**src/rtl/scs8hd_o32a_sched_pkg.sv**
```systemverilog
// Shared types and helpers for the o32a round-robin scheduler.
// The state encoding is visible on the top's state_dbg port.
package scs8hd_o32a_sched_pkg;

  typedef enum logic [1:0] {
    IDLE = 2'd0,
    EVAL = 2'd1,
    RESP = 2'd2
  } state_t;

  localparam int CNT_W = 8;

  // X = (A1|A2|A3) & (B1|B2); only these five operand bits exist
  function automatic logic o32a_eval(input logic [2:0] a, input logic [1:0] b);
    return (|a) & (|b);
  endfunction

endpackage

```
**src/rtl/scs8hd_o32a_rr_arb.sv**
```systemverilog
// Round-robin arbiter: the first set req at index ptr, ptr+1, ... (mod N) wins.
// With en low, grant is all-zero and any is low.
module scs8hd_o32a_rr_arb
  import scs8hd_o32a_sched_pkg::*;
#(
  parameter int N  = 4,
  parameter int IW = $clog2(N)
) (
  input  logic [N-1:0]  req,
  input  logic [IW-1:0] ptr,
  input  logic          en,
  output logic [N-1:0]  grant,
  output logic [IW-1:0] idx,
  output logic          any
);

  // First pass covers ptr..N-1; second pass covers the wrapped part 0..ptr-1
  always_comb begin
    grant = '0;
    idx   = '0;
    any   = 1'b0;
    for (int i = 0; i < N; i++) begin
      if (en && !any && (i >= int'(ptr)) && req[i]) begin
        any      = 1'b1;
        grant[i] = 1'b1;
        idx      = IW'(i);
      end
    end
    for (int i = 0; i < N; i++) begin
      if (en && !any && (i < int'(ptr)) && req[i]) begin
        any      = 1'b1;
        grant[i] = 1'b1;
        idx      = IW'(i);
      end
    end
  end

endmodule

```
**src/rtl/scs8hd_o32a_sched.sv**
```systemverilog
// Shares one registered o32a evaluator among NREQ requesters.
// Request channel: a transfer happens on an edge where req_valid[i] & req_ready[i]; response channel: where rsp_valid & rsp_ready.
module scs8hd_o32a_sched
  import scs8hd_o32a_sched_pkg::*;
#(
  parameter  int NREQ = 4,
  localparam int IDW  = $clog2(NREQ)
) (
  input  logic              CLK,
  input  logic              RESET_B,
  input  logic [NREQ-1:0]   req_valid,
  output logic [NREQ-1:0]   req_ready,
  input  logic [3*NREQ-1:0] req_a,
  input  logic [2*NREQ-1:0] req_b,
  output logic              rsp_valid,
  input  logic              rsp_ready,
  output logic              rsp_x,
  output logic [IDW-1:0]    rsp_id,
  output logic              busy,
  output logic [CNT_W-1:0]  done_cnt,
  output logic [1:0]        state_dbg,
  output logic [IDW-1:0]    ptr_dbg
);

  state_t           state, state_nxt;
  logic [IDW-1:0]   ptr, gidx, id_q;
  logic [2:0]       op_a, sel_a;
  logic [1:0]       op_b, sel_b;
  logic             x_q;
  logic [CNT_W-1:0] cnt_q;
  logic [NREQ-1:0]  grant;
  logic             accept, arb_en, rsp_fire;

  assign arb_en = (state == IDLE);

  scs8hd_o32a_rr_arb #(
    .N  (NREQ),
    .IW (IDW)
  ) u_arb (
    .req   (req_valid),
    .ptr   (ptr),
    .en    (arb_en),
    .grant (grant),
    .idx   (gidx),
    .any   (accept)
  );

  assign req_ready = grant;

  // Operand mux driven by the one-hot grant keeps every select constant
  always_comb begin
    sel_a = '0;
    sel_b = '0;
    for (int i = 0; i < NREQ; i++) begin
      if (grant[i]) begin
        sel_a = req_a[3*i +: 3];
        sel_b = req_b[2*i +: 2];
      end
    end
  end

  always_comb begin
    state_nxt = state;
    rsp_valid = 1'b0;
    busy      = 1'b1;
    rsp_fire  = 1'b0;
    case (state)
      IDLE: begin
        busy = 1'b0;
        if (accept) state_nxt = EVAL;
      end
      EVAL: state_nxt = RESP;
      RESP: begin
        rsp_valid = 1'b1;
        if (rsp_ready) begin
          rsp_fire  = 1'b1;
          state_nxt = IDLE;
        end
      end
      default: state_nxt = IDLE;
    endcase
  end

  always_ff @(posedge CLK) begin
    if (!RESET_B) begin
      state <= IDLE;
      ptr   <= '0;
      op_a  <= '0;
      op_b  <= '0;
      id_q  <= '0;
      x_q   <= 1'b0;
      cnt_q <= '0;
    end else begin
      state <= state_nxt;
      if (accept) begin
        op_a <= sel_a;
        op_b <= sel_b;
        id_q <= gidx;
        ptr  <= (gidx == IDW'(NREQ - 1)) ? '0 : gidx + IDW'(1);
      end
      if (state == EVAL) x_q <= o32a_eval(op_a, op_b);
      if (rsp_fire) cnt_q <= cnt_q + CNT_W'(1);
    end
  end

  assign rsp_x     = x_q;
  assign rsp_id    = id_q;
  assign done_cnt  = cnt_q;
  assign state_dbg = state;
  assign ptr_dbg   = ptr;

endmodule

```
**config.mk**
```make
export PLATFORM = sky130hd
export DESIGN_NAME = scs8hd_o32a_sched
export DESIGN_NICKNAME = d
export VERILOG_FILES = /design/src/rtl/scs8hd_o32a_sched_pkg.sv /design/src/rtl/scs8hd_o32a_rr_arb.sv /design/src/rtl/scs8hd_o32a_sched.sv
export SDC_FILE = /design/constraint.sdc
export NUM_CORES = 1
export LEC_CHECK = 0
export BUFFER_PORTS_ARGS = -buffer_cell sky130_fd_sc_hd__buf_2
export CAP_MARGIN = 30
export CORE_ASPECT_RATIO = 2
export CORE_MARGIN = 1
export CORE_UTILIZATION = 43
export DETAILED_ROUTE_END_ITERATION = 16
export PLACE_DENSITY = 0.83
export SYNTH_ARGS = -nofsm -noshare
export SYNTH_HDL_FRONTEND = slang
export SYNTH_SLANG_ARGS = --single-unit
```
**constraint.sdc**
```tcl
create_clock -name CLK -period 1.42 [get_ports CLK]
set_input_delay 0.142 -clock CLK [delete_from_list [all_inputs] [get_ports CLK]]
set_output_delay 0.142 -clock CLK [all_outputs]
set_load 0.005 [all_outputs]
```
# After elaboration in Yosys (flattened, before gate mapping)
# Cells that the tools add are included.
[word_totals]
regBits = 20
latchBits = 0
mem_bits_rw = 0
rom_bits = 0
inputBits = 27
out_inout_bits = 21
elab_cells = 85
mem_count = 0
[classes]
n_addsub = 2
multipliers = 0
div_mod_pow = 0
magnitude_cmp = 6
eq_ne = 5
shifts = 0
muxes = 35
n_bitwise = 1
reduce_logical = 29
[ops]
columns = ["operator", "n"]
rows = [
  ["2-bit two-way mux", 12],
  ["1-bit logical AND", 19],
  ["1-bit two-way mux", 18],
  ["3-bit two-way mux", 4],
  ["8-bit by 1-bit adder with 8-bit output, second input constant", 1],
  ["1-bit zero test", 6],
  ["2-bit one-hot mux with 3 select lines", 1],
  ["2-bit equality test, second input constant", 2],
  ["1-bit by 2-bit >= comparator with 1-bit output, first input constant", 2],
  ["1-bit by 2-bit < comparator with 1-bit output, first input constant", 2],
  ["2-bit inequality test, second input constant", 2],
  ["3-bit OR reduction", 1],
  ["2-bit by 1-bit adder with 2-bit output, second input constant", 1],
  ["2-bit by 1-bit equality test with 1-bit output, second input constant", 1],
  ["2-bit >= comparator, first input constant", 1],
  ["2-bit zero test", 1],
  ["2-bit < comparator, first input constant", 1],
  ["2-bit AND reduction", 1],
  ["2-bit OR reduction", 1],
  ["1-bit bitwise AND", 1],
]

# Logic depth before layout (Yosys ltp)
[depth]
depth_word = 35
mapped_depth = 6
depth_no_buf = 5

# Modules after synthesis
# From an unflattened synthesis, not the netlist that was laid out.
[unflattened]
cells_unflattened = 140
hier_area_um2 = 1157.4
[modules_own_cells]
columns = ["module", "instances", "cells_per_inst", "area_per_inst_um2", "seq_area_each_um2"]
rows = [
  ["scs8hd_o32a_sched", 1, 111, 959.7, 400.4],
  ["scs8hd_o32a_rr_arb", 1, 29, 197.7, 0.0],
]

# Worst setup path after synthesis
# No wires, ideal clock.
[synth_path]
kind = "register to register"
from = "register ptr[0] (netlist: ptr_dbg[0])"
to = "register ptr[0] (netlist: ptr_dbg[0])"
setup_time_ns = 0.118
t_arrival_ns = 1.294
t_required_ns = 1.302
setup_slack_ns = 0.008
path_stages_with_launch = 5
n_path_buf = 0
path_cell_list = "dfxtp_1 -> and2b_1 -> or3b_2 -> a32oi_1 -> nor3_1"
[synth_via]
elab_chain_len = 35
elab_cells_between_ends = 47
[synth_rtl]
columns = ["element", "line_no", "source"]
rows = [
  ["start: declaration", "scs8hd_o32a_sched.sv:26", "logic [IDW-1:0] ptr, gidx, id_q;"],
  ["start signal: assignment", "scs8hd_o32a_sched.sv:99", "ptr <= (gidx == IDW'(NREQ - 1)) ? '0 : gidx + IDW'(1);"],
  ["1-bit by 2-bit >= comparator with 1-bit output", "scs8hd_o32a_rr_arb.sv:23", "if (en && !any && (i >= int'(ptr)) && req[i]) begin"],
  ["1-bit logical AND (2 in a row)", "scs8hd_o32a_rr_arb.sv:23", ""],
  ["1-bit two-way mux", "scs8hd_o32a_rr_arb.sv:23", ""],
  ["1-bit zero test", "scs8hd_o32a_rr_arb.sv:23", ""],
  ["1-bit logical AND (3 in a row)", "scs8hd_o32a_rr_arb.sv:23", ""],
  ["1-bit two-way mux", "scs8hd_o32a_rr_arb.sv:23", ""],
  ["1-bit zero test", "scs8hd_o32a_rr_arb.sv:23", ""],
  ["1-bit logical AND (3 in a row)", "scs8hd_o32a_rr_arb.sv:23", ""],
  ["[10 not listed]", "-", ""],
  ["1-bit zero test", "scs8hd_o32a_rr_arb.sv:30", "if (en && !any && (i < int'(ptr)) && req[i]) begin"],
  ["1-bit logical AND (3 in a row)", "scs8hd_o32a_rr_arb.sv:30", ""],
  ["1-bit two-way mux", "scs8hd_o32a_rr_arb.sv:30", ""],
  ["1-bit zero test", "scs8hd_o32a_rr_arb.sv:30", ""],
  ["1-bit logical AND (3 in a row)", "scs8hd_o32a_rr_arb.sv:30", ""],
  ["2-bit two-way mux", "scs8hd_o32a_rr_arb.sv:30", ""],
  ["2-bit by 1-bit adder with 2-bit output / 2-bit equality test (equally long branches)", "scs8hd_o32a_sched.sv:99", ""],
  ["2-bit two-way mux", "scs8hd_o32a_sched.sv:99", ""],
]
# Several ways; a longest one is shown, not always the timed one.
# A chain may end at the register's enable or synchronous reset.

# Worst setup path after layout
[layout_path]
from = "register ptr[0] (netlist: ptr_dbg[0])"
to = "output port req_ready[2]"
[layout_via]
elab_chain_len = 33
elab_cells_between_ends = 39
[layout_rtl]
columns = ["element", "line_no", "source"]
rows = [
  ["1-bit by 2-bit >= comparator with 1-bit output", "scs8hd_o32a_rr_arb.sv:23", ""],
  ["1-bit logical AND (2 in a row)", "scs8hd_o32a_rr_arb.sv:23", ""],
  ["1-bit two-way mux", "scs8hd_o32a_rr_arb.sv:23", ""],
  ["1-bit zero test", "scs8hd_o32a_rr_arb.sv:23", ""],
  ["1-bit logical AND (3 in a row)", "scs8hd_o32a_rr_arb.sv:23", ""],
  ["1-bit two-way mux", "scs8hd_o32a_rr_arb.sv:23", ""],
  ["1-bit zero test", "scs8hd_o32a_rr_arb.sv:23", ""],
  ["1-bit logical AND (3 in a row)", "scs8hd_o32a_rr_arb.sv:23", ""],
  ["[6 not listed]", "-", ""],
  ["1-bit logical AND (3 in a row)", "scs8hd_o32a_rr_arb.sv:30", ""],
  ["1-bit two-way mux", "scs8hd_o32a_rr_arb.sv:30", ""],
  ["1-bit zero test", "scs8hd_o32a_rr_arb.sv:30", ""],
  ["1-bit logical AND (3 in a row)", "scs8hd_o32a_rr_arb.sv:30", ""],
  ["1-bit two-way mux", "scs8hd_o32a_rr_arb.sv:30", ""],
  ["1-bit zero test", "scs8hd_o32a_rr_arb.sv:30", ""],
  ["1-bit logical AND (3 in a row)", "scs8hd_o32a_rr_arb.sv:30", ""],
  ["1-bit two-way mux *", "scs8hd_o32a_rr_arb.sv:30", ""],
  ["end: declaration", "scs8hd_o32a_sched.sv:12", "output logic [NREQ-1:0] req_ready,"],
]
# Mark *: on every way between the ends. The rest lies on a longest branch, timed or not.

==> metrics.md <==
| Metric | Value |
|---|---|
| Run status | finished, violations left |
| Violated checks | negative setup slack |
| Hold Crit Start | rsp_ready |
| Worst R2R Start | ptr_dbg[0]$_SDFFE_PN0P_ |
| Clock buffer count from CTS | 3 |
| Via Count | 1389 |
| Slowest CP cell | dfxtp_2 |
| ANT nets after route | 0 |
| CTS H-tree lvls | 1 |
| Core region area | 2740 um2 |
| Root Buffer | clkbuf_8 |
| DIE AREA | 3070 um2 |
| Num Clock Sinks | 20 |
| Final cell count without fillers | 240 |
| Slew @ Worst Pin | 395 ps |
| Slowest stage delay, CP | 340 ps |
| Ys async rst share | 0% |
| Clk Latency, worst-skew pair | 260 ps |
| Final Max Slew Viols | 0 |
| DR pass1 iterations | 4 |
| Ports | 48 |
| TritonCTS clock tree | built |
| Worst-path clk slew | 70 ps |
| Post-synth EDFFs | 0 |
| Endpoints failing hold | 0 |
| Initial Utilization | 44.7% |
| WHS Path Cells | 4 |
| Mean Syn Cell Area | 7.99 um2 |
| Top_reg_cell synth | dfxtp_1 |
| GR Util All Layers | 25.6% |
| Setup slack after layout | -80.1 ps |
| Floorplan row count | 27 |
| Number of synthesized register bits | 20 |
| Ys Warns | 0 |
| Library cells used by synthesis | 42 |
| Post-Route Skew | 3.86 ps |
| R2R setup slack | -40 ps |
| Period utilisation layout | 106% |
| Grt ovf | 0 |
| Largest net degree at the start of global routing | 14 |
| Critical Path Most Common Cell | nor2_4 |
| Chip width | 39.7 um |
| Worst hold path class | in2reg |
| Ant. Diodes | 0 |
| IO Port Bufs | 47 |
| Critical path startpoint category | flip-flop |
| Synth Instances | 153 |
| Final Power | 1.69 mW |
| Layout cell share with drive strength beyond 1 | 38.9% |
| Worst-path fanout max | 6 |
| Routability cong. | 0.837 |
| Worst endpoint required time | 1280 ps |
| Hold Buf Count CTS | 0 |
| VDD IR-drop max | 0.000624 V |
| Sequential area share after synthesis | 32.8% |
| Initial DRC count | 27 |
| RSZ-0062 raised after global routing | true |
| Static Leak | 0.774 nW |
| Synth Cell Area | 1220 um2 |
| Fillers | 256 |
| Vias in the first global route | 1316 |
| Setup CP Type | reg2out |
| Worst path cell trace | and2b_2 -> nor2_4 -> o21ai_4 -> nor2_4 -> buf_2 |
| Max-cap violation count | 0 |
| Placed cell count | 234 |
| Power Dens Cells | 1000 nW/um2 |
| Wire length per cell | 14.6 um |
| Chip Height | 77.4 um |
| CP startpoint | ptr_dbg[0]$_SDFFE_PN0P_ |
| Global-route wire length before repair | 5600 um |
| DRT Wirelength | 3510 um |
| Min Tclk post-route | 1500 ps |
| DRC | 0 |
| FF-to-FF path depth | 4 |
| Final nets | 240 |
| WP data arrival | 1360 ps |
| Crit end category | primary output |
| Area growth from synthesis to layout | 37.9% |
| Rel. slew slack | 73.7% |
| Vias per cell | 5.79 |
| Synthesized Nets | 181 |
| Initial antenna violation count | 0 |
| Fin util | 61.6% |
| Max Fclk | 667 MHz |
| Hold slack final | 187 ps |
| Final setup violation count | 6 |
| Clk buf depth | 2 |
| Dpl hpwl | 2680 um |
==> worst paths after layout <==
| path | end |
|---|---|
| setup / recovery | req_ready[2] |
| hold / removal | state_dbg[1]$_SDFFE_PN0P_ |
| setup reg to reg | ptr_dbg[0]$_SDFFE_PN0P_ |
| hold reg to reg | rsp_x$_SDFFE_PN0N_ |
==> layer usage <==
| metal | vias up | wire length [um] | global-route usage, % |
|---|---|---|---|
| li1 | 676 | - | - |
| met1 | 645 | 1290 | 25.1 |
| met2 | 57 | 1970 | 44.8 |
| met3 | 11 | 133 | 3.43 |
| met4 | 0 | 123 | 16.9 |
| met5 | - | 0 | 0 |
==> area by class of cell <==
cell class | instances | area [um2] | share of cell area, %
multi-input cells | 120 | 801 | 47.5
flip-flops and latches | 20 | 404 | 24.0
repair buffers | 61 | 350 | 20.8
clock buffers | 3 | 41.3 | 2.45
well taps | 29 | 36.3 | 2.15
clock inverters | 1 | 30.0 | 1.78
inverters | 6 | 22.5 | 1.34
==> sequential cells by signal, summed over array words and instances, names as in the netlist <==
register   flops
done_cnt       8
op_a           3
op_b           2
ptr_dbg        2
rsp_id         2
state_dbg      2
rsp_x          1
==> stage by stage <==
step | TNS, ps | instance area (um2) | worst slack, ps
3_3_place_gp | 0 | 1550 | 0.775
4_1_cts | -164 | 1690 | -55.1
5_1_grt | -838 | 1690 | -124
6_report | -265 | 1690 | -80.1
2_1_floorplan | 0 | 1220 | 7.96
3_5_place_dp | -9.02 | 1550 | -8.84
==> worst max-delay path: cells and delay by family (launching register included) <==
kind	cells	cell delay [ps]
AOI/OAI and AO/OA	1	100
DFF	1	340
and+or+nand+nor	3	530
buffers and inverters	1	120
==> logic make-up after synthesis <==
group / Yosys count / synth area share (%)
muxes: 2 / 1.64
adders and majority gates: 1 / 1.02
and+or+nand+nor: 63 / 24.9
xor gates and xnor gates: 7 / 5.02
AOI/OAI and AO/OA: 47 / 29.7
buffers and inverters: 13 / 5.02
DFF: 20 / 32.8
==> cell usage after synthesis (2+ instances only) <==
cell,number,share of area [%]
a21oi_1,4,1.6
o21ai_0,7,2.9
dfxtp_1,20,33
nand3_1,2,0.82
nor2b_1,2,1.0
o221ai_1,5,3.6
nand2_1,27,8.3
clkbuf_1,2,0.61
a31oi_1,6,3.1
nor2_1,16,4.9
o21a_1,2,1.2
xor2_1,5,3.6
a32oi_1,11,7.9
xnor2_1,2,1.4
mux2i_1,2,1.6
buf_2,4,1.6
inv_1,5,1.5
nand4_1,2,1.0
a21o_1,5,3.1
nor2_2,2,1.0
==> cell usage in the layout (no fill, tap or decap), types with 5 or more instances in the layout <==
master,instances
buf_4,13
a32oi_1,11
xor2_1,5
nand2_1,26
o221ai_1,5
a31oi_1,6
o21ai_0,6
buf_2,46
dfxtp_1,17
inv_1,5
a21o_1,5
nor2_1,15
==> where the power goes <==
| group | total (mW) | switching, mW | internal (mW) |
|---|---|---|---|
| logic | 0.483 | 0.260 | 0.223 |
| registers | 0.644 | 0.0423 | 0.602 |
| clock network | 0.561 | 0.185 | 0.376 |
| total | 1.69 | 0.487 | 1.20 |
==> timing repair <==
action                     in CTS  in global routing
buffers inserted                3                  1
gates cloned                    0                  0
setup endpoints to repair       7                 13
pin swaps                       4                  8
resized for setup              13                  2
Note: power is estimated with default switching activity, not from simulation.
